===== src/rtl/led_fb_wr_if.sv =====
// Host pixel-write bus into the LED frame-buffer controller.
// The host drives master; the controller accepts on wr_valid & wr_ready.
interface led_fb_wr_if #(
    parameter int ROW_BITS = 4,
    parameter int COL_BITS = 5,
    parameter int DATA_W   = 24
);
    logic                wr_valid;
    logic                wr_ready;
    logic [ROW_BITS-1:0] wr_row;
    logic [COL_BITS-1:0] wr_col;
    logic                wr_half;
    logic [DATA_W-1:0]   wr_data;

    modport master (output wr_valid, wr_row, wr_col, wr_half, wr_data, input wr_ready);
    modport slave  (input wr_valid, wr_row, wr_col, wr_half, wr_data, output wr_ready);
endinterface


===== src/rtl/led_fb_controller.sv =====
// Write-port owner and swap scheduler for a double-buffered LED frame RAM (hi/lo panel halves).
// Define FB_SWAP_TIMEOUT_EN to abandon a swap the scanner never acknowledges within SWAP_TIMEOUT cycles.
module led_fb_controller #(
    parameter int ROW_BITS = 4,
    parameter int COL_BITS = 5,
    parameter int DATA_W   = 24
`ifdef FB_SWAP_TIMEOUT_EN
    , parameter int SWAP_TIMEOUT = 1048575
`endif
) (
    input  logic                             clk_i,
    input  logic                             rst_i,
    led_fb_wr_if.slave                       wr,
    input  logic                             clear_req_i,
    input  logic [DATA_W-1:0]                clear_color_i,
    output logic                             clear_done_o,
    input  logic                             swap_req_i,
    output logic                             swap_done_o,
    output logic                             swap_err_o,
    output logic                             busy_o,
    output logic                             selected_buffer_o,
    input  logic                             actual_buffer_i,
    input  logic                             frame_start_i,
    output logic                             ram_we_hi_o,
    output logic                             ram_we_lo_o,
    output logic [ROW_BITS+COL_BITS:0]       ram_wr_addr_o,
    output logic [DATA_W-1:0]                ram_wr_data_o
);
    localparam int CNT_W = ROW_BITS + COL_BITS;
    localparam int AW    = CNT_W + 1;

    typedef enum logic [1:0] {S_IDLE = 2'd0, S_CLEAR = 2'd1, S_SWAP = 2'd2} state_t;

    state_t             state_q, state_d;
    logic [CNT_W-1:0]   cnt_q, cnt_d;
    logic [DATA_W-1:0]  color_q, color_d;
    logic               swap_pend_q, swap_pend_d;
    logic               sel_q, sel_d;
    logic               back_q, back_d;
    logic               fs_prev_q;
    logic               we_hi_q, we_hi_d, we_lo_q, we_lo_d;
    logic [AW-1:0]      addr_q, addr_d;
    logic [DATA_W-1:0]  data_q, data_d;
    logic               clear_done_q, clear_done_d;
    logic               swap_done_q, swap_done_d;
    logic               swap_err_q, swap_err_d;
    logic               busy_q, busy_d;
    logic               wr_fire_s, clear_last_s, swap_ok_s, timeout_s;

    assign wr.wr_ready  = (state_q == S_IDLE) & ~swap_pend_q & ~rst_i;
    assign wr_fire_s    = wr.wr_valid & wr.wr_ready;
    assign clear_last_s = (state_q == S_CLEAR) & (cnt_q == {CNT_W{1'b1}});
    // Only a fresh frame on the newly requested buffer completes the swap.
    assign swap_ok_s    = (state_q == S_SWAP) & frame_start_i & ~fs_prev_q & (actual_buffer_i == sel_q);

`ifdef FB_SWAP_TIMEOUT_EN
    logic [20:0] tmo_q;

    // Cycles spent waiting for the scanner in the current swap.
    always_ff @(posedge clk_i) begin
        if (rst_i || state_q != S_SWAP) begin
            tmo_q <= 21'd0;
        end else begin
            tmo_q <= tmo_q + 21'd1;
        end
    end

    assign timeout_s = (state_q == S_SWAP) & ~swap_ok_s & (tmo_q == 21'(SWAP_TIMEOUT - 1));
`else
    assign timeout_s = 1'b0;
`endif

    // State register.
    always_ff @(posedge clk_i) begin
        if (rst_i) begin
            state_q <= S_IDLE;
        end else begin
            state_q <= state_d;
        end
    end

    // Next-state selection.
    always_comb begin
        state_d = state_q;
        case (state_q)
            S_IDLE: begin
                if (clear_req_i) begin
                    state_d = S_CLEAR;
                end else if (swap_req_i) begin
                    state_d = S_SWAP;
                end else begin
                    state_d = S_IDLE;
                end
            end
            S_CLEAR: begin
                if (clear_last_s) begin
                    state_d = (swap_pend_q | swap_req_i) ? S_SWAP : S_IDLE;
                end else begin
                    state_d = S_CLEAR;
                end
            end
            S_SWAP: begin
                if (swap_ok_s || timeout_s) begin
                    state_d = S_IDLE;
                end else begin
                    state_d = S_SWAP;
                end
            end
            default: state_d = S_IDLE;
        endcase
    end

    // Datapath and output next values for the current state.
    always_comb begin
        cnt_d        = cnt_q;
        color_d      = color_q;
        swap_pend_d  = swap_pend_q;
        sel_d        = sel_q;
        back_d       = back_q;
        we_hi_d      = 1'b0;
        we_lo_d      = 1'b0;
        addr_d       = addr_q;
        data_d       = data_q;
        clear_done_d = 1'b0;
        swap_done_d  = 1'b0;
        swap_err_d   = 1'b0;
        if (wr_fire_s) begin
            we_hi_d = ~wr.wr_half;
            we_lo_d = wr.wr_half;
            addr_d  = {back_q, wr.wr_row, wr.wr_col};
            data_d  = wr.wr_data;
        end else begin
            addr_d  = addr_q;
        end
        case (state_q)
            S_IDLE: begin
                if (clear_req_i) begin
                    cnt_d       = {CNT_W{1'b0}};
                    color_d     = clear_color_i;
                    swap_pend_d = swap_req_i;
                end else if (swap_req_i) begin
                    sel_d = ~sel_q;
                end else begin
                    sel_d = sel_q;
                end
            end
            S_CLEAR: begin
                we_hi_d = 1'b1;
                we_lo_d = 1'b1;
                addr_d  = {back_q, cnt_q};
                data_d  = color_q;
                cnt_d   = cnt_q + CNT_W'(1);
                if (swap_req_i) begin
                    swap_pend_d = 1'b1;
                end else begin
                    swap_pend_d = swap_pend_q;
                end
                if (clear_last_s) begin
                    clear_done_d = 1'b1;
                    sel_d        = (swap_pend_q | swap_req_i) ? ~sel_q : sel_q;
                end else begin
                    clear_done_d = 1'b0;
                end
            end
            S_SWAP: begin
                if (swap_ok_s) begin
                    swap_done_d = 1'b1;
                    swap_pend_d = 1'b0;
                    back_d      = ~sel_q;
                end else if (timeout_s) begin
                    swap_err_d  = 1'b1;
                    swap_pend_d = 1'b0;
                    sel_d       = ~sel_q;
                end else begin
                    swap_pend_d = swap_pend_q;
                end
            end
            default: begin
                swap_pend_d = 1'b0;
            end
        endcase
        busy_d = (state_d != S_IDLE) | swap_pend_d;
    end

    // Registered datapath and outputs.
    always_ff @(posedge clk_i) begin
        if (rst_i) begin
            cnt_q        <= {CNT_W{1'b0}};
            color_q      <= {DATA_W{1'b0}};
            swap_pend_q  <= 1'b0;
            sel_q        <= 1'b0;
            back_q       <= 1'b1;
            fs_prev_q    <= 1'b0;
            we_hi_q      <= 1'b0;
            we_lo_q      <= 1'b0;
            addr_q       <= {AW{1'b0}};
            data_q       <= {DATA_W{1'b0}};
            clear_done_q <= 1'b0;
            swap_done_q  <= 1'b0;
            swap_err_q   <= 1'b0;
            busy_q       <= 1'b0;
        end else begin
            cnt_q        <= cnt_d;
            color_q      <= color_d;
            swap_pend_q  <= swap_pend_d;
            sel_q        <= sel_d;
            back_q       <= back_d;
            fs_prev_q    <= frame_start_i;
            we_hi_q      <= we_hi_d;
            we_lo_q      <= we_lo_d;
            addr_q       <= addr_d;
            data_q       <= data_d;
            clear_done_q <= clear_done_d;
            swap_done_q  <= swap_done_d;
            swap_err_q   <= swap_err_d;
            busy_q       <= busy_d;
        end
    end

    assign clear_done_o      = clear_done_q;
    assign swap_done_o       = swap_done_q;
    assign swap_err_o        = swap_err_q;
    assign busy_o            = busy_q;
    assign selected_buffer_o = sel_q;
    assign ram_we_hi_o       = we_hi_q;
    assign ram_we_lo_o       = we_lo_q;
    assign ram_wr_addr_o     = addr_q;
    assign ram_wr_data_o     = data_q;
endmodule


===== src/flat_wrapper.sv =====
// flat-port wrapper written by rule: the top's interface ports become plain ports
module led_fb_controller_flat 
#(
    parameter int ROW_BITS = 4,
    parameter int COL_BITS = 5,
    parameter int DATA_W   = 24

)
  (clk_i, rst_i, clear_req_i, clear_color_i, clear_done_o, swap_req_i, swap_done_o, swap_err_o, busy_o, selected_buffer_o, actual_buffer_i, frame_start_i, ram_we_hi_o, ram_we_lo_o, ram_wr_addr_o, ram_wr_data_o, wr_wr_valid, wr_wr_row, wr_wr_col, wr_wr_half, wr_wr_data, wr_wr_ready);
  led_fb_wr_if #(.ROW_BITS(ROW_BITS), .COL_BITS(COL_BITS), .DATA_W(DATA_W)) wr_i ();
  input  logic clk_i;
  input  logic rst_i;
  input  logic clear_req_i;
  input  logic [DATA_W-1:0] clear_color_i;
  output logic clear_done_o;
  input  logic swap_req_i;
  output logic swap_done_o;
  output logic swap_err_o;
  output logic busy_o;
  output logic selected_buffer_o;
  input  logic actual_buffer_i;
  input  logic frame_start_i;
  output logic ram_we_hi_o;
  output logic ram_we_lo_o;
  output logic [ROW_BITS+COL_BITS:0] ram_wr_addr_o;
  output logic [DATA_W-1:0] ram_wr_data_o;
  input wire logic [$bits(wr_i.wr_valid)-1:0] wr_wr_valid;
  input wire logic [$bits(wr_i.wr_row)-1:0] wr_wr_row;
  input wire logic [$bits(wr_i.wr_col)-1:0] wr_wr_col;
  input wire logic [$bits(wr_i.wr_half)-1:0] wr_wr_half;
  input wire logic [$bits(wr_i.wr_data)-1:0] wr_wr_data;
  output wire logic [$bits(wr_i.wr_ready)-1:0] wr_wr_ready;
  assign wr_i.wr_valid = wr_wr_valid;
  assign wr_i.wr_row = wr_wr_row;
  assign wr_i.wr_col = wr_wr_col;
  assign wr_i.wr_half = wr_wr_half;
  assign wr_i.wr_data = wr_wr_data;
  assign wr_wr_ready = wr_i.wr_ready;
  led_fb_controller #(.ROW_BITS(ROW_BITS), .COL_BITS(COL_BITS), .DATA_W(DATA_W)) u_core (.clk_i(clk_i), .rst_i(rst_i), .wr(wr_i), .clear_req_i(clear_req_i), .clear_color_i(clear_color_i), .clear_done_o(clear_done_o), .swap_req_i(swap_req_i), .swap_done_o(swap_done_o), .swap_err_o(swap_err_o), .busy_o(busy_o), .selected_buffer_o(selected_buffer_o), .actual_buffer_i(actual_buffer_i), .frame_start_i(frame_start_i), .ram_we_hi_o(ram_we_hi_o), .ram_we_lo_o(ram_we_lo_o), .ram_wr_addr_o(ram_wr_addr_o), .ram_wr_data_o(ram_wr_data_o));
endmodule

===== config.mk =====
export PLATFORM = sky130hd
export DESIGN_NAME = led_fb_controller_flat
export DESIGN_NICKNAME = d
export VERILOG_FILES = /design/src/rtl/led_fb_wr_if.sv /design/src/rtl/led_fb_controller.sv /design/src/flat_wrapper.sv
export SDC_FILE = /design/constraint.sdc
export NUM_CORES = 1
export LEC_CHECK = 0
export ABC_AREA = 1
export CAP_MARGIN = 30
export CORE_MARGIN = 10
export CORE_UTILIZATION = 46
export CTS_CLUSTER_SIZE = 28
export DETAILED_ROUTE_END_ITERATION = 16
export PLACE_DENSITY = 0.77
export SYNTH_ARGS = -nofsm -noshare
export SYNTH_HDL_FRONTEND = slang
export SYNTH_SLANG_ARGS = --single-unit

===== constraint.sdc =====
create_clock -name clk_i -period 2 [get_ports clk_i]
set_input_delay 0.3 -clock clk_i [delete_from_list [all_inputs] [get_ports clk_i]]
set_output_delay 0.3 -clock clk_i [all_outputs]
set_load 0.01 [all_outputs]

Yosys cells after proc, flatten, opt, wreduce, memory -nomap -nowiden

Index checks and enable logic that the tools add are counted.

Register bits: 78
Input port bits: 65
Output and inout bits: 42

Add/sub/neg operators: 1
Eq/ne operators: 9
Muxes and demuxes: 27
Bitwise logic cells: 16
Reduce and logical (&&, ||, !) cells: 10

Operators with widths:

| kind                                                  | number |
|---|---|
| two-way mux 24 bit                                    | 2 |
| two-way mux 10 bit                                    | 2 |
| one-hot mux 9 bit (2 select lines)                    | 1 |
| two-way mux 1 bit                                     | 13 |
| two-way mux 2 bit                                     | 5 |
| adder 9 x 1 -> 9 bit, second input constant           | 1 |
| equality test 9 bit, second input constant            | 1 |
| two-way mux 9 bit                                     | 1 |
| inequality test 2 bit, second input constant          | 4 |
| bitwise AND 1 bit                                     | 7 |
| inverter 1 bit                                        | 7 |
| one-hot mux 2 bit (3 select lines)                    | 1 |
| AND reduction 2 bit                                   | 3 |
| nonzero test 2 bit                                    | 3 |
| AND reduction 5 bit                                   | 1 |
| OR reduction 2 bit                                    | 2 |
| one-hot mux 1 bit (3 select lines)                    | 1 |
| equality test 2 x 1 -> 1 bit, second input constant   | 1 |
| equality test 2 bit, second input constant            | 1 |
| logical NOT 2 bit                                     | 1 |
| inequality test 2 x 1 -> 1 bit, second input constant | 1 |
| OR 1 bit                                              | 2 |
| one-hot mux 1 bit (2 select lines)                    | 1 |
| equality test 1 bit                                   | 1 |

Depth between registers and ports, before layout

Depth in word-level cells: 8
Mapped depth: 12
Gate-level depth less buffers: 12

Least setup slack after synthesis

OpenSTA, ideal clock, no wires.

Path kind: register to register
From: register u_core.cnt_q[0]
To: register u_core.sel_q, in the netlist u_core.selected_buffer_o
Setup time: 0.119 ns
Arrival: 1.517 ns
Slack: 0.364 ns
Stages on the path, launching flop included: 12
Cells stage by stage: dfxtp_1 ha_1 nand3_1 nor2_1 nand2_1 nor3_1 ha_1 nand2_1 nand2_1 nand2_1 o21ai_0 a21oi_1

Word-level cells in the longest chain between the ends: 4

Ends and longest elaborated chain:

| item                                     | RTL line                 | RTL |
|---|---|---|
| start: declaration                       | led_fb_controller.sv:35  | `logic [CNT_W-1:0] cnt_q, cnt_d;` |
| start signal: assignment                 | led_fb_controller.sv:188 | `cnt_q <= {CNT_W{1'b0}};` |
| start signal: assignment                 | led_fb_controller.sv:203 | `cnt_q <= cnt_d;` |
| equality test 9 bit                      | led_fb_controller.sv:52  | `assign clear_last_s = (state_q == S_CLEAR) & (cnt_q == {CNT_W{1'b1}});` |
| bitwise AND 1 bit                        | led_fb_controller.sv:52  |  |
| inequality test 2 x 1 -> 1 bit (no line) | --                       |  |
| AND reduction 5 bit (no line)            | --                       |  |
| end signal: assignment                   | led_fb_controller.sv:206 | `sel_q <= sel_d;` |
| end: declaration                         | led_fb_controller.sv:38  | `logic sel_q, sel_d;` |

No other way between the ends.
A chain may end at the register's enable or synchronous reset.

Worst setup path in the final report

Ends and elaborated chain as after synthesis.

==> out/summary.txt <==
Maxcap violations: 0
Hold EP: u_core.color_q[23]$_SDFFE_PP0P_
Drt via density: 4.78
Reg2reg start: u_core.cnt_q[0]$_SDFFE_PP0P_
First-pass GRT wire length: 15600 um
Placed cell count: 673
Core ar.: 0.00691 mm2
Clk_skew: 0.0134 ns
Unique cell type count in the Yosys netlist: 22
Hold Path Cell Cnt: 2
RSZ-0062 raised after global routing: no
Total power: 3970 uW
Layout Cells excl Fill: 689
WL final: 9460 um
Setup TNS: 0 ns
Crit-path max FO: 4
Worst Setup SP: u_core.cnt_q[0]$_SDFFE_PP0P_
Status: completed
Die X-Extent: 105 um
Pwr dens: 851 mW/mm2
PortBufs: 105
Total congestion overflow: 0
Dpl hpwl: 6810 um
Layout cell share with drive strength beyond 1: 6.41%
Initial antenna violation count: 0
Combinational power share: 22.9%
Largest stage delay on the critical path: 0.36 ns
CP arrival: 2.05 ns
Hold WC Path Type: flip-flop to flip-flop
Antenna Cells: 0
DRC Markers: 0
Int Power: 2850 uW
Share of the synthesized area in the top cell type: 46.9%
TritonCTS Buffers: 9
Most common cell after layout, fill and taps aside: nand2_1
Peak supply drop: 580 uV
R2R depth: 11
Crit path launch type: flip-flop
Reg clk slew, reported paths: 0.09 ns
RR Endpoint: u_core.selected_buffer_o$_SDFFE_PP0P_
DR vias: 3290
Sink Count: 78
H-tree levels: 3
Syn avg cell area: 6.83 um2
Post-synthesis sequential area ratio: 46.9%
CP required: 2.24 ns
Starting Density: 48.2%
Max-slew violations: 0
Clk pwr share: 32.0%
Crit-path cells: ha_1, nand3_1, nor2_2, nand2_1, nor3_1, ha_1, nand2_1, nand2_1, nand2_1, o21ai_0, a21oi_1
Fillcell total: 611
Critical path capture point type: flip-flop
Minimum clock period after layout: 1.80 ns
Area contributors post-synth: dfxtp_1 47%, nand2_1 15%, nor2_1 14%
DR WL/cell: 13.7 um
TritonCTS clock tree: built
Area delta synth->final: 40.0%
Switching share of power: 28.1%
Post CTS Setup Buffer Count: 0
Post-synthesis cell area: 0.00333 mm2
Worst Tran Pin Value: 0.570 ns
Post-Synthesis Cells: 488
Fin crit share: 90.2%
# nets final: 655
Switching pwr: 1120 uW
Synth Register Bits: 78
Hold Startpoint: u_core.color_q[23]$_SDFFE_PP0P_
Most frequent cells in the layout: 130 x nand2_1, 123 x nor2_1, 104 x clkdlybuf4s50_1
FF-to-FF setup slack: 0.20 ns
Post-placement cell area: 0.00444 mm2
Die Footprint: 0.0110 mm2
Clock latency on the worst-skew pair: 0.34 ns
Synth warnings: 0
Lkg Pwr: 0.00205 uW
I/O pin count: 107
Syn nets: 555
GP Congestion: 0.824
Final instance area: 0.00466 mm2
Cell taking the most area after synthesis: dfxtp_1
First-pass iteration count of the detailed router: 4
GRT Resource Usage Total: 16.9%
Vias in the first global route: 3220
Setup violators final: 0
Initial drt markers: 142
Resized cells post-CTS: 0
Cell chosen for the clock root: clkbuf_8
DRT antenna net count: 0
Pin count of the biggest net entering global routing: 68
Crit Path Class: flip-flop to flip-flop
Max Freq: 555 MHz
Maximum root-to-sink buffer count: 2
Most used cell, CP: nand2_1
Sequential share of power: 45.1%
Worst path slowest cell: dfxtp_2
Count of final hold-check violations: 0
Hold-fix buffers, CTS: 0
Row count: 30
Slew headroom: 62.0%
Chip height: 105 um
-- synth_stat cells (all sizes together) --
cell type,count
a21oi,13
buf,21
clkbuf,7
conb,1
dfxtp,78
ha,2
inv,24
nand2,131
nand3,6
nand4,1
nor2,127
nor3,4
o211ai,1
o21ai,72
-- how the worst max path moves through the flow --
stage,endpoint,depth (start not counted)
global route,u_core.selected_buffer_o$_SDFFE_PP0P_,11
detailed placement,u_core.selected_buffer_o$_SDFFE_PP0P_,11
floorplan,u_core.selected_buffer_o$_SDFFE_PP0P_,11
CTS,wr_wr_ready,4
finish,u_core.selected_buffer_o$_SDFFE_PP0P_,11
global placement,u_core.selected_buffer_o$_SDFFE_PP0P_,11
-- registers in the layout (all words and copies together), names as in the netlist --
signal / cells
u_core.color_q: 24
u_core.ram_wr_data_o: 24
u_core.ram_wr_addr_o: 10
u_core.cnt_q: 9
u_core.state_q: 2
u_core.back_q: 1
u_core.busy_o: 1
u_core.clear_done_o: 1
u_core.fs_prev_q: 1
u_core.ram_we_hi_o: 1
u_core.ram_we_lo_o: 1
u_core.selected_buffer_o: 1
u_core.swap_done_o: 1
u_core.swap_pend_q: 1
-- layer usage --
| layer | GRT usage (%) | part of all wire [%] |
|---|---|---|
| met3 | 5.47 | 6.0 |
| met1 | 18.7 | 43 |
| met5 | 0 | 0 |
| met4 | 6.18 | 1.0 |
| met2 | 29.7 | 50 |
-- layout make-up --
class | instances | area, um2 | area share, %
multi-input cells | 358 | 1520 | 32.6
clock inverters | 6 | 86.3 | 1.85
clock buffers | 10 | 128 | 2.74
well taps | 96 | 120 | 2.58
flip-flops and latches | 78 | 1560 | 33.5
inverters | 24 | 90.1 | 1.93
repair buffers | 117 | 1160 | 24.8
-- power groups by stage --
stage	clock network, uW	logic (uW)	registers (uW)
5_1_grt	1360	1020	1810
3_5_place_dp	0	914	1820
2_1_floorplan	0	432	1860
6_report	1270	909	1790
3_3_place_gp	0	902	1820
4_1_cts	1290	921	1790
-- critical path: cells and delay by family, from the launching register on --
| kind | cells | cell delay, ns |
|---|---|---|
| compound gates | 2 | 0.20 |
| fa+ha+maj | 2 | 0.40 |
| flops | 1 | 0.36 |
| simple gates | 7 | 0.74 |
-- cell families after synthesis --
kind of cell / synth area share (%)
AOI/OAI and AO/OA: 13.0
adders and majority gates: 0.751
buffers and inverters: 7.62
DFF: 46.9
other: 0.113
and+or+nand+nor: 31.7
-- through the flow --
stage	hold WS, ns	utilization (%)	setup slack (ns)
finish	0.455	67.5	0.197
global route	0.496	67.5	0.0168
CTS	0.458	67.4	0.0768
detailed placement	0.448	64.3	0.129
global placement	0.439	64.3	0.222
floorplan	0.389	-	0.364
(Power assumes the default switching activity.)
==> patch, RTL diff (config.mk and constraints unchanged) <==
Add a define of `FB_SWAP_TIMEOUT_EN`.
--- a/src/rtl/led_fb_controller.sv
+++ b/src/rtl/led_fb_controller.sv
@@ -2,2 +2,4 @@
 // Define FB_SWAP_TIMEOUT_EN to abandon a swap the scanner never acknowledges within SWAP_TIMEOUT cycles.
+`define FB_SWAP_TIMEOUT_EN
+
 module led_fb_controller #(
Formal check against the unedited RTL: no difference found for any inputs over 10 cycles, from zero or initial values and one cycle with rst_i high; that may be too few to reach the edited logic, so the function may still have changed.
==> patch against the original RTL <==
Die area rose by 21%; fmax decreased by 4.7%; synthesized cell count is 19% higher; core utilization shrank 3.2 points; sequential cell count rose by 22; power grew 11%; non-clock buffer count increased by 8; area after synthesis is 26% higher; clock skew down 0.0022 ns; first-iteration DRC count is 85% higher; setup slack got worse by 0.089 ns; final area is 21% higher; routed wire length up 24%.
==> patch: results (changes against the original RTL) <==
metric	value	unit	change
outcome	finished, final reports clean		
p_leak	2.15	nW	+4.8%
syn_nets	650		+17%
rr_worst_depth	14		+3
grt_pass1_vias	3997		+24%
met3_length	662	µm	+16%
holdPathEnd	u_core.ram_wr_data_o[10]		
final_nets	756		+15%
multi_input_area	1950	µm²	+28%
synth_commonest_cells	139 x nand2_1, 100 x dfxtp_1, 89 x nor2_1		
use_met3	0.0377		-0.0169
vdd_drop_max	0.351	mV	-40%
wl_met1	4920	µm	+21%
place_congestion	0.862		+4.6%
drtIter0Drc	262		+85%
fin_cells	800		+16%
fin_worst_skew	0.0112	ns	-0.00222 ns
fillers	769		+26%
clock_latency	0.37	ns	+0.03 ns
switchingPower	0.00129	W	+16%
met1_usage	0.195		+0.00765
grt_pass1_wl	18800	µm	+21%
ys_types	29		+32%
dp.cells	777		+15%
hold_start	u_core.color_q[10]		
-- patch: timing repair --
action / CTS / global route
gates resized for setup: 2 / 9
gates cloned: 0 / 0
setup buffers: 0 / 7
pin swaps: 0 / 7
endpoints found under the setup margin: 1 / 2
-- patch: cell type report --
| cell class | instances | area share |
|---|---|---|
| sequential | 100 | 0.354 |
| multi-input combinational | 413 | 0.344 |
| timing repair buffer | 125 | 0.219 |
| inverter | 38 | 0.0252 |
| clock buffer | 10 | 0.0243 |
| tap | 108 | 0.0239 |
| clock inverter | 6 | 0.00950 |
-- patch: cells by family (layout without fill, tap and decap cells) --
family,after synthesis,count (layout),share of synthesized area
buffers and inverters,68,179,0.0677
XOR/XNOR,6,6,0.0125
AO/OA/AOI/OAI,136,136,0.176
flip-flops,100,100,0.475
AND/OR/NAND/NOR,267,267,0.257
adder cells (fa/ha/maj),4,4,0.0119
